$ cat src/rtl/ixu_pkg.sv
// Shared types, encodings and small helpers for the IXU decode stage.
package ixu_pkg;

  localparam int IXU_OP_W  = 4;
  localparam int IXU_IMM_W = 12;

  typedef enum logic [IXU_OP_W-1:0] {
    OP_ADD     = 4'h0,
    OP_SUB     = 4'h1,
    OP_XOR     = 4'h2,
    OP_OR      = 4'h3,
    OP_AND     = 4'h4,
    OP_SLL     = 4'h5,
    OP_SRL     = 4'h6,
    OP_SRA     = 4'h7,
    OP_SLT     = 4'h8,
    OP_SLTU    = 4'h9,
    OP_ILLEGAL = 4'hF
  } ixu_op_e;

  typedef enum logic [1:0] {
    BUF_EMPTY = 2'd0,
    BUF_ONE   = 2'd1,
    BUF_TWO   = 2'd2
  } ixu_buf_state_e;

  localparam logic [6:0] OPC_RTYPE   = 7'b0110011;
  localparam logic [6:0] OPC_ITYPE   = 7'b0010011;
  localparam logic [6:0] FUNCT7_BASE = 7'h00;
  localparam logic [6:0] FUNCT7_ALT  = 7'h20;

  typedef struct packed {
    ixu_op_e               op;
    logic                  is_nop;
    logic                  is_imm;
    logic                  illegal;
    logic [4:0]            rs1;
    logic [4:0]            rs2;
    logic [4:0]            rd;
    logic [IXU_IMM_W-1:0]  imm;
  } ixu_lane_dec_t;

  // Base (funct7 = 0) ALU meaning of funct3, shared by R-type and I-type.
  function automatic ixu_op_e op_from_funct3(input logic [2:0] funct3);
    ixu_op_e op;
    case (funct3)
      3'd0:    op = OP_ADD;
      3'd1:    op = OP_SLL;
      3'd2:    op = OP_SLT;
      3'd3:    op = OP_SLTU;
      3'd4:    op = OP_XOR;
      3'd5:    op = OP_SRL;
      3'd6:    op = OP_OR;
      3'd7:    op = OP_AND;
      default: op = OP_ILLEGAL;
    endcase
    return op;
  endfunction

  function automatic logic [3:0] popcount8(input logic [7:0] v);
    logic [3:0] n;
    n = 4'd0;
    for (int i = 0; i < 8; i++) begin
      n = n + {3'b000, v[i]};
    end
    return n;
  endfunction

endpackage

$ cat src/rtl/ixu_lane_decode.sv
// Combinational decode of one RV32 ALU instruction slot into IXU fields.
module ixu_lane_decode
  import ixu_pkg::*;
(
  input  logic [31:0]   inst,
  output ixu_lane_dec_t dec
);

  logic [6:0]    opcode_s;
  logic [6:0]    funct7_s;
  logic [2:0]    funct3_s;
  logic          bad_s;
  ixu_lane_dec_t raw_s;

  assign opcode_s = inst[6:0];
  assign funct3_s = inst[14:12];
  assign funct7_s = inst[31:25];

  // Field extraction and legality check per opcode class.
  always_comb begin
    raw_s = '0;
    bad_s = 1'b0;
    if (inst == 32'd0) begin
      raw_s.is_nop = 1'b1;
    end else if (opcode_s == OPC_RTYPE) begin
      raw_s.rs1 = inst[19:15];
      raw_s.rs2 = inst[24:20];
      raw_s.rd  = inst[11:7];
      if (funct7_s == FUNCT7_BASE) begin
        raw_s.op = op_from_funct3(funct3_s);
      end else if (funct7_s == FUNCT7_ALT && funct3_s == 3'd0) begin
        raw_s.op = OP_SUB;
      end else if (funct7_s == FUNCT7_ALT && funct3_s == 3'd5) begin
        raw_s.op = OP_SRA;
      end else begin
        bad_s = 1'b1;
      end
    end else if (opcode_s == OPC_ITYPE) begin
      raw_s.rs1    = inst[19:15];
      raw_s.rd     = inst[11:7];
      raw_s.imm    = inst[31:20];
      raw_s.is_imm = 1'b1;
      // Shift-immediates reuse imm[11:5] as a funct7; there is no SUBI.
      case (funct3_s)
        3'd1: begin
          raw_s.op = OP_SLL;
          if (funct7_s != FUNCT7_BASE) bad_s = 1'b1;
          else bad_s = 1'b0;
        end
        3'd5: begin
          if (funct7_s == FUNCT7_BASE) raw_s.op = OP_SRL;
          else if (funct7_s == FUNCT7_ALT) raw_s.op = OP_SRA;
          else bad_s = 1'b1;
        end
        default: raw_s.op = op_from_funct3(funct3_s);
      endcase
    end else begin
      bad_s = 1'b1;
    end
  end

  // Illegal lanes collapse to a flagged bubble with all fields cleared.
  always_comb begin
    dec = raw_s;
    if (bad_s) begin
      dec         = '0;
      dec.op      = OP_ILLEGAL;
      dec.is_nop  = 1'b1;
      dec.illegal = 1'b1;
    end else begin
      dec = raw_s;
    end
  end

endmodule

$ cat src/rtl/ixu_decode_stage.sv
// Registered multi-lane IXU decode stage with a two-entry skid buffer
// and a saturating count of accepted illegal lanes.
module ixu_decode_stage
  import ixu_pkg::*;
#(
  parameter int NUM_LANES = 2,
  parameter int IMM_W     = 12,
  parameter int OP_W      = 4,
  parameter int CNT_W     = 16
) (
  input  logic                       clk,
  input  logic                       rst_n,
  input  logic                       flush,
  input  logic                       in_valid,
  output logic                       in_ready,
  input  logic [NUM_LANES*32-1:0]    in_bundle,
  output logic                       out_valid,
  input  logic                       out_ready,
  output logic [NUM_LANES*OP_W-1:0]  out_op,
  output logic [NUM_LANES-1:0]       out_is_nop,
  output logic [NUM_LANES-1:0]       out_is_imm,
  output logic [NUM_LANES*5-1:0]     out_rs1,
  output logic [NUM_LANES*5-1:0]     out_rs2,
  output logic [NUM_LANES*5-1:0]     out_rd,
  output logic [NUM_LANES*IMM_W-1:0] out_imm,
  output logic [NUM_LANES-1:0]       out_illegal,
  output logic [CNT_W-1:0]           illegal_count
);

  localparam logic [CNT_W-1:0] CNT_MAX = {CNT_W{1'b1}};

  ixu_buf_state_e       state_r;
  ixu_buf_state_e       state_next_s;
  ixu_lane_dec_t        dec_s  [NUM_LANES];
  ixu_lane_dec_t        main_r [NUM_LANES];
  ixu_lane_dec_t        skid_r [NUM_LANES];
  logic [NUM_LANES-1:0] dec_illegal_s;
  logic                 accept_s;
  logic                 deliver_s;
  logic                 load_main_s;
  logic                 main_from_skid_s;
  logic                 load_skid_s;
  logic [3:0]           illegal_pop_s;
  logic [CNT_W:0]       count_sum_s;
  logic [CNT_W-1:0]     illegal_count_r;

  for (genvar g = 0; g < NUM_LANES; g++) begin : g_lane
    ixu_lane_decode u_lane_decode (
      .inst (in_bundle[32*g +: 32]),
      .dec  (dec_s[g])
    );

    assign dec_illegal_s[g]            = dec_s[g].illegal;
    assign out_op[g*OP_W +: OP_W]      = OP_W'(main_r[g].op);
    assign out_is_nop[g]               = main_r[g].is_nop;
    assign out_is_imm[g]               = main_r[g].is_imm;
    assign out_illegal[g]              = main_r[g].illegal;
    assign out_rs1[g*5 +: 5]           = main_r[g].rs1;
    assign out_rs2[g*5 +: 5]           = main_r[g].rs2;
    assign out_rd[g*5 +: 5]            = main_r[g].rd;
    assign out_imm[g*IMM_W +: IMM_W]   = IMM_W'(main_r[g].imm);
  end

  assign accept_s      = in_valid & in_ready & ~flush;
  assign deliver_s     = out_valid & out_ready;
  assign illegal_pop_s = popcount8(8'(dec_illegal_s));
  assign count_sum_s   = {1'b0, illegal_count_r} + (CNT_W+1)'(illegal_pop_s);
  assign illegal_count = illegal_count_r;

  // Buffer occupancy state register.
  always_ff @(posedge clk or negedge rst_n) begin
    if (!rst_n) begin
      state_r <= BUF_EMPTY;
    end else begin
      state_r <= state_next_s;
    end
  end

  // Next occupancy from accept/deliver; flush empties unconditionally.
  always_comb begin
    state_next_s = state_r;
    if (flush) begin
      state_next_s = BUF_EMPTY;
    end else begin
      case (state_r)
        BUF_EMPTY: begin
          if (accept_s) state_next_s = BUF_ONE;
          else state_next_s = BUF_EMPTY;
        end
        BUF_ONE: begin
          if (accept_s && !deliver_s) state_next_s = BUF_TWO;
          else if (!accept_s && deliver_s) state_next_s = BUF_EMPTY;
          else state_next_s = BUF_ONE;
        end
        BUF_TWO: begin
          if (deliver_s) state_next_s = BUF_ONE;
          else state_next_s = BUF_TWO;
        end
        default: state_next_s = BUF_EMPTY;
      endcase
    end
  end

  // Handshake outputs depend on occupancy only, keeping in_ready off the out_ready path.
  always_comb begin
    in_ready  = 1'b1;
    out_valid = 1'b0;
    case (state_r)
      BUF_EMPTY: begin in_ready = 1'b1; out_valid = 1'b0; end
      BUF_ONE:   begin in_ready = 1'b1; out_valid = 1'b1; end
      BUF_TWO:   begin in_ready = 1'b0; out_valid = 1'b1; end
      default:   begin in_ready = 1'b1; out_valid = 1'b0; end
    endcase
  end

  // Entry load controls: main always holds the oldest undelivered bundle.
  always_comb begin
    load_main_s      = 1'b0;
    main_from_skid_s = 1'b0;
    load_skid_s      = 1'b0;
    if (flush) begin
      load_main_s = 1'b0;
    end else begin
      case (state_r)
        BUF_EMPTY: load_main_s = accept_s;
        BUF_ONE: begin
          load_main_s = accept_s & deliver_s;
          load_skid_s = accept_s & ~deliver_s;
        end
        BUF_TWO: begin
          load_main_s      = deliver_s;
          main_from_skid_s = 1'b1;
        end
        default: load_main_s = 1'b0;
      endcase
    end
  end

  // Main and skid entry registers.
  always_ff @(posedge clk or negedge rst_n) begin
    if (!rst_n) begin
      for (int i = 0; i < NUM_LANES; i++) begin
        main_r[i] <= '0;
        skid_r[i] <= '0;
      end
    end else begin
      for (int i = 0; i < NUM_LANES; i++) begin
        if (load_main_s) main_r[i] <= main_from_skid_s ? skid_r[i] : dec_s[i];
        if (load_skid_s) skid_r[i] <= dec_s[i];
      end
    end
  end

  // Saturating illegal-lane counter; the carry-out bit marks overflow.
  always_ff @(posedge clk or negedge rst_n) begin
    if (!rst_n) begin
      illegal_count_r <= '0;
    end else if (accept_s) begin
      illegal_count_r <= count_sum_s[CNT_W] ? CNT_MAX : count_sum_s[CNT_W-1:0];
    end
  end

endmodule

$ cat config.mk
export PLATFORM = sky130hd
export DESIGN_NAME = ixu_decode_stage
export DESIGN_NICKNAME = d
export VERILOG_FILES = /design/src/rtl/ixu_pkg.sv /design/src/rtl/ixu_lane_decode.sv /design/src/rtl/ixu_decode_stage.sv
export SDC_FILE = /design/constraint.sdc
export NUM_CORES = 1
export LEC_CHECK = 0
export CORE_UTILIZATION = 40
export CTS_CLUSTER_SIZE = 8
export DETAILED_ROUTE_END_ITERATION = 16
export GPL_ROUTABILITY_DRIVEN = 1
export HOLD_SLACK_MARGIN = 0.12
export REMOVE_ABC_BUFFERS = 1
export SLEW_MARGIN = 5
export SYNTH_ARGS = -nofsm -noshare
export SYNTH_HDL_FRONTEND = slang
export SYNTH_HIERARCHICAL = 1
export SYNTH_SLANG_ARGS = --single-unit
$ cat constraint.sdc
create_clock -name clk -period 2.65 [get_ports clk]
set_input_delay 0.3975 -clock clk [delete_from_list [all_inputs] [get_ports clk]]
set_output_delay 0.3975 -clock clk [all_outputs]
set_load 0.02 [all_outputs]
==> out/metrics.yaml <==
status: "finished, violations left"
failed_checks: "setup timing"
first_pass_iters: 5
clk_pin_slew_ns: 0.06
wl_um: 19840
grtUsageTotal: 0.2017
critical_path_depth: 13
grt.overflow.total: 0
synth_edf_count: 0
cts-root-buf: "clkbuf_16"
cts_tree: "built"
num_vias: 6353
post-route-period-util: 1.012
syn_area_um2: 7959
antenna_found_initial: 0
ys.flop_type: "dfrtp_1"
gp_congestion: 0.8961
yosysUniqueCellTypes: 52
max_cap_viol_count: 0
dpl.hpwl_um: 14200
crit_required_ns: 2.95
async_flop_share: 1.000
vdd_ir_drop_max_uv: 399.2
io_buffers: 154
diodes: 0
cts.sinks: 154
finalMaxSlewViolations: 0
routed_via_density: 5.119
drive_gt1_frac: 0.2357
setup_ws_ns: -0.03201
p_per_area_nw_per_um2: 543.7
clk_latency_ns: 0.42
io-pin-count: 155
fin_skew_ns: 0.01132
crit_chain: "buf_6 > or4_4 > or4_4 > nor4_4 > nor2_2 > inv_2 > fa_2 > inv_2 > ha_4 > and3_4 > nand4_1 > xor2_1 > nand2_1"
tns_ns: -0.03201
n_fill_cell: 1717
avgSynthCellArea_um2: 10.58
crit_family: "simple AND/OR/NAND/NOR gates"
final_core_util: 0.5655
die_y_um: 143.1
synth-warning-count: 6
cp_max_fo: 3
fmax_mhz: 372.9
finalHoldViolCount: 0
htree_levels: 4
grt_pass1_wl_um: 32280
power_mw: 5.984
whs_ns: 0.4569
reg2reg_depth: 8
die_width_um: 143.1
final_antenna_net_count: 0
syn_inst: 752
drc: 0
cp_num_buf_inv: 3
cts-buffers-inserted: 17
final_nets: 1041
initial_core_util: 0.4089
first_iter_violations: 238
cp_slowest_cell: "or4_4"
crit_arrival_ns: 2.98
grt_pass1_vias: 6486
cp-start-kind: "input pin"
die-area_um2: 20460
max-clock-path-buffers: 2
leakage_nw: 5.353
setup_viol_count_final: 1
rows: 51
endpoint_kind: "flop"
worst_path_largest_cell_delay_ns: 0.53
wire_per_inst_um: 15.99
hold_path.class: "input pin to asynchronous set/reset pin"
grt_max_degree: 71
worst_pin_slew_ns: 0.4344
path_class: "input pin to flop"
coreArea_um2: 19460
finalCriticalPeriod_ns: 2.682
seq_area_frac_synth: 0.4842
synth_seq_cells: 154
rsz0062_at_grt: "true"
relSlewSlack: 0.7029
area_growth_pct: 38.30
[Yosys cell counts, drive strengths merged (7+ instances only)]
library cell,instances,share of area
dfrtp,154,0.48
nand2,96,0.045
o21ai,74,0.047
mux2i,72,0.091
mux2,66,0.093
and2,36,0.028
inv,32,0.015
buf,25,0.020
clkbuf,24,0.011
a211oi,22,0.021
nor4,17,0.021
nor3,13,0.0082
nand4,10,0.0079
nor2,10,0.0047
or4,10,0.011
a21oi,7,0.0044
ha,7,0.011
xnor2,7,0.0077
xor2,7,0.0077
[cell type report]
type	count	area, um2	share of cell area
Inverter	32	120.1	0.01091
Sequential cell	154	3854	0.3501
Clock buffer	20	446.7	0.04058
Clock inverter	11	122.6	0.01114
Multi-Input combinational cell	517	3887	0.3532
Timing Repair Buffer	242	2245	0.2039
Tap cell	265	331.6	0.03012
[worst reg2reg max path, delay by kind of cell, from the launching register on]
family,cells,cell delay (ns)
adders and majority gates,2,0.49
buffers and inverters,3,0.44
and+or+nand+nor,2,0.53
DFF,1,0.39
muxes,1,0.39
[routing by layer]
metal	wire length, um	GRT usage	share of wire	up-vias
met5	0	0	0	-
met4	309	0.07131	0.016	0
li1	-	-	-	3095
met3	691	0.03622	0.035	22
met1	9161	0.2658	0.46	3114
met2	9682	0.3317	0.49	122
[cell families after synthesis]
kind of cell / after synthesis / share of synthesized area
AOI/OAI and AO/OA: 130 / 0.09936
xor gates and xnor gates: 14 / 0.01541
adders and majority gates: 8 / 0.01352
buffers and inverters: 81 / 0.04653
DFF: 154 / 0.4842
muxes: 138 / 0.1839
and+or+nand+nor: 227 / 0.1570
[stage by stage]
step	worst slack, ns	instances	area (um2)
final	-0.03201	1241	11010
after global routing	-0.06908	1241	11010
after CTS	0.01417	1238	10950
after detailed placement	-0.8900	1200	10260
after global placement	-0.8616	1200	10260
after floorplan	-1.590	703	7709
[path summary, 6_finish.rpt]
check	from	endpoint	slack [ns]
worst max-delay path	in_bundle[35]	illegal_count[6]$_DFFE_PN0P_	-0.03
worst min register to register	out_imm[15]$_DFFE_PN0P_	out_imm[15]$_DFFE_PN0P_	0.48
min in group clk	out_imm[15]$_DFFE_PN0P_	out_imm[15]$_DFFE_PN0P_	0.48
worst min-delay path	rst_n	out_rd[2]$_DFFE_PN0P_	0.46
worst max register to register	state_r[0]$_DFF_PN0_	skid_r[14]$_DFFE_PN0P_	0.30
max in group asynchronous	rst_n	skid_r[28]$_DFFE_PN0P_	1.37
[report_power, final]
part / switching [mW] / internal (mW)
clock network: 0.952 / 1.40
logic: 0.480 / 0.475
registers: 0.163 / 2.51
[repair_timing]
item	CTS	global route
gates cloned	0	1
hold endpoints to repair	37	0
hold buffers	1	0
pin swaps	18	17
gates resized for setup	41	42
setup endpoints to repair	16	14
setup buffers	6	2
[flip-flops by register name, summed over array words and instances, names as in the netlist]
register	cells
skid_r	68
out_imm	24
illegal_count	16
out_rd	10
out_rs1	10
out_rs2	10
out_op	8
out_illegal	2
out_is_imm	2
out_is_nop	2
state_r	2
[layout by cell type, fill, tap and decap left out, types with 7 or more instances in the layout]
| cell | count |
|---|---|
| nor3_1 | 13 |
| dfrtp_1 | 154 |
| clkbuf_16 | 17 |
| clkbuf_2 | 9 |
| nand4_1 | 10 |
| nor2_1 | 7 |
| and2_1 | 36 |
| dlygate4sd2_1 | 8 |
| o21ai_0 | 69 |
| buf_4 | 78 |
| xnor2_1 | 7 |
| inv_1 | 29 |
| xor2_1 | 7 |
| a21oi_1 | 7 |
| clkdlybuf4s50_1 | 129 |
| nand2_1 | 94 |
| mux2i_1 | 72 |
| a211oi_1 | 22 |
| nor4_1 | 7 |
| mux2_2 | 66 |
Power figures use the tool's default switching activity.
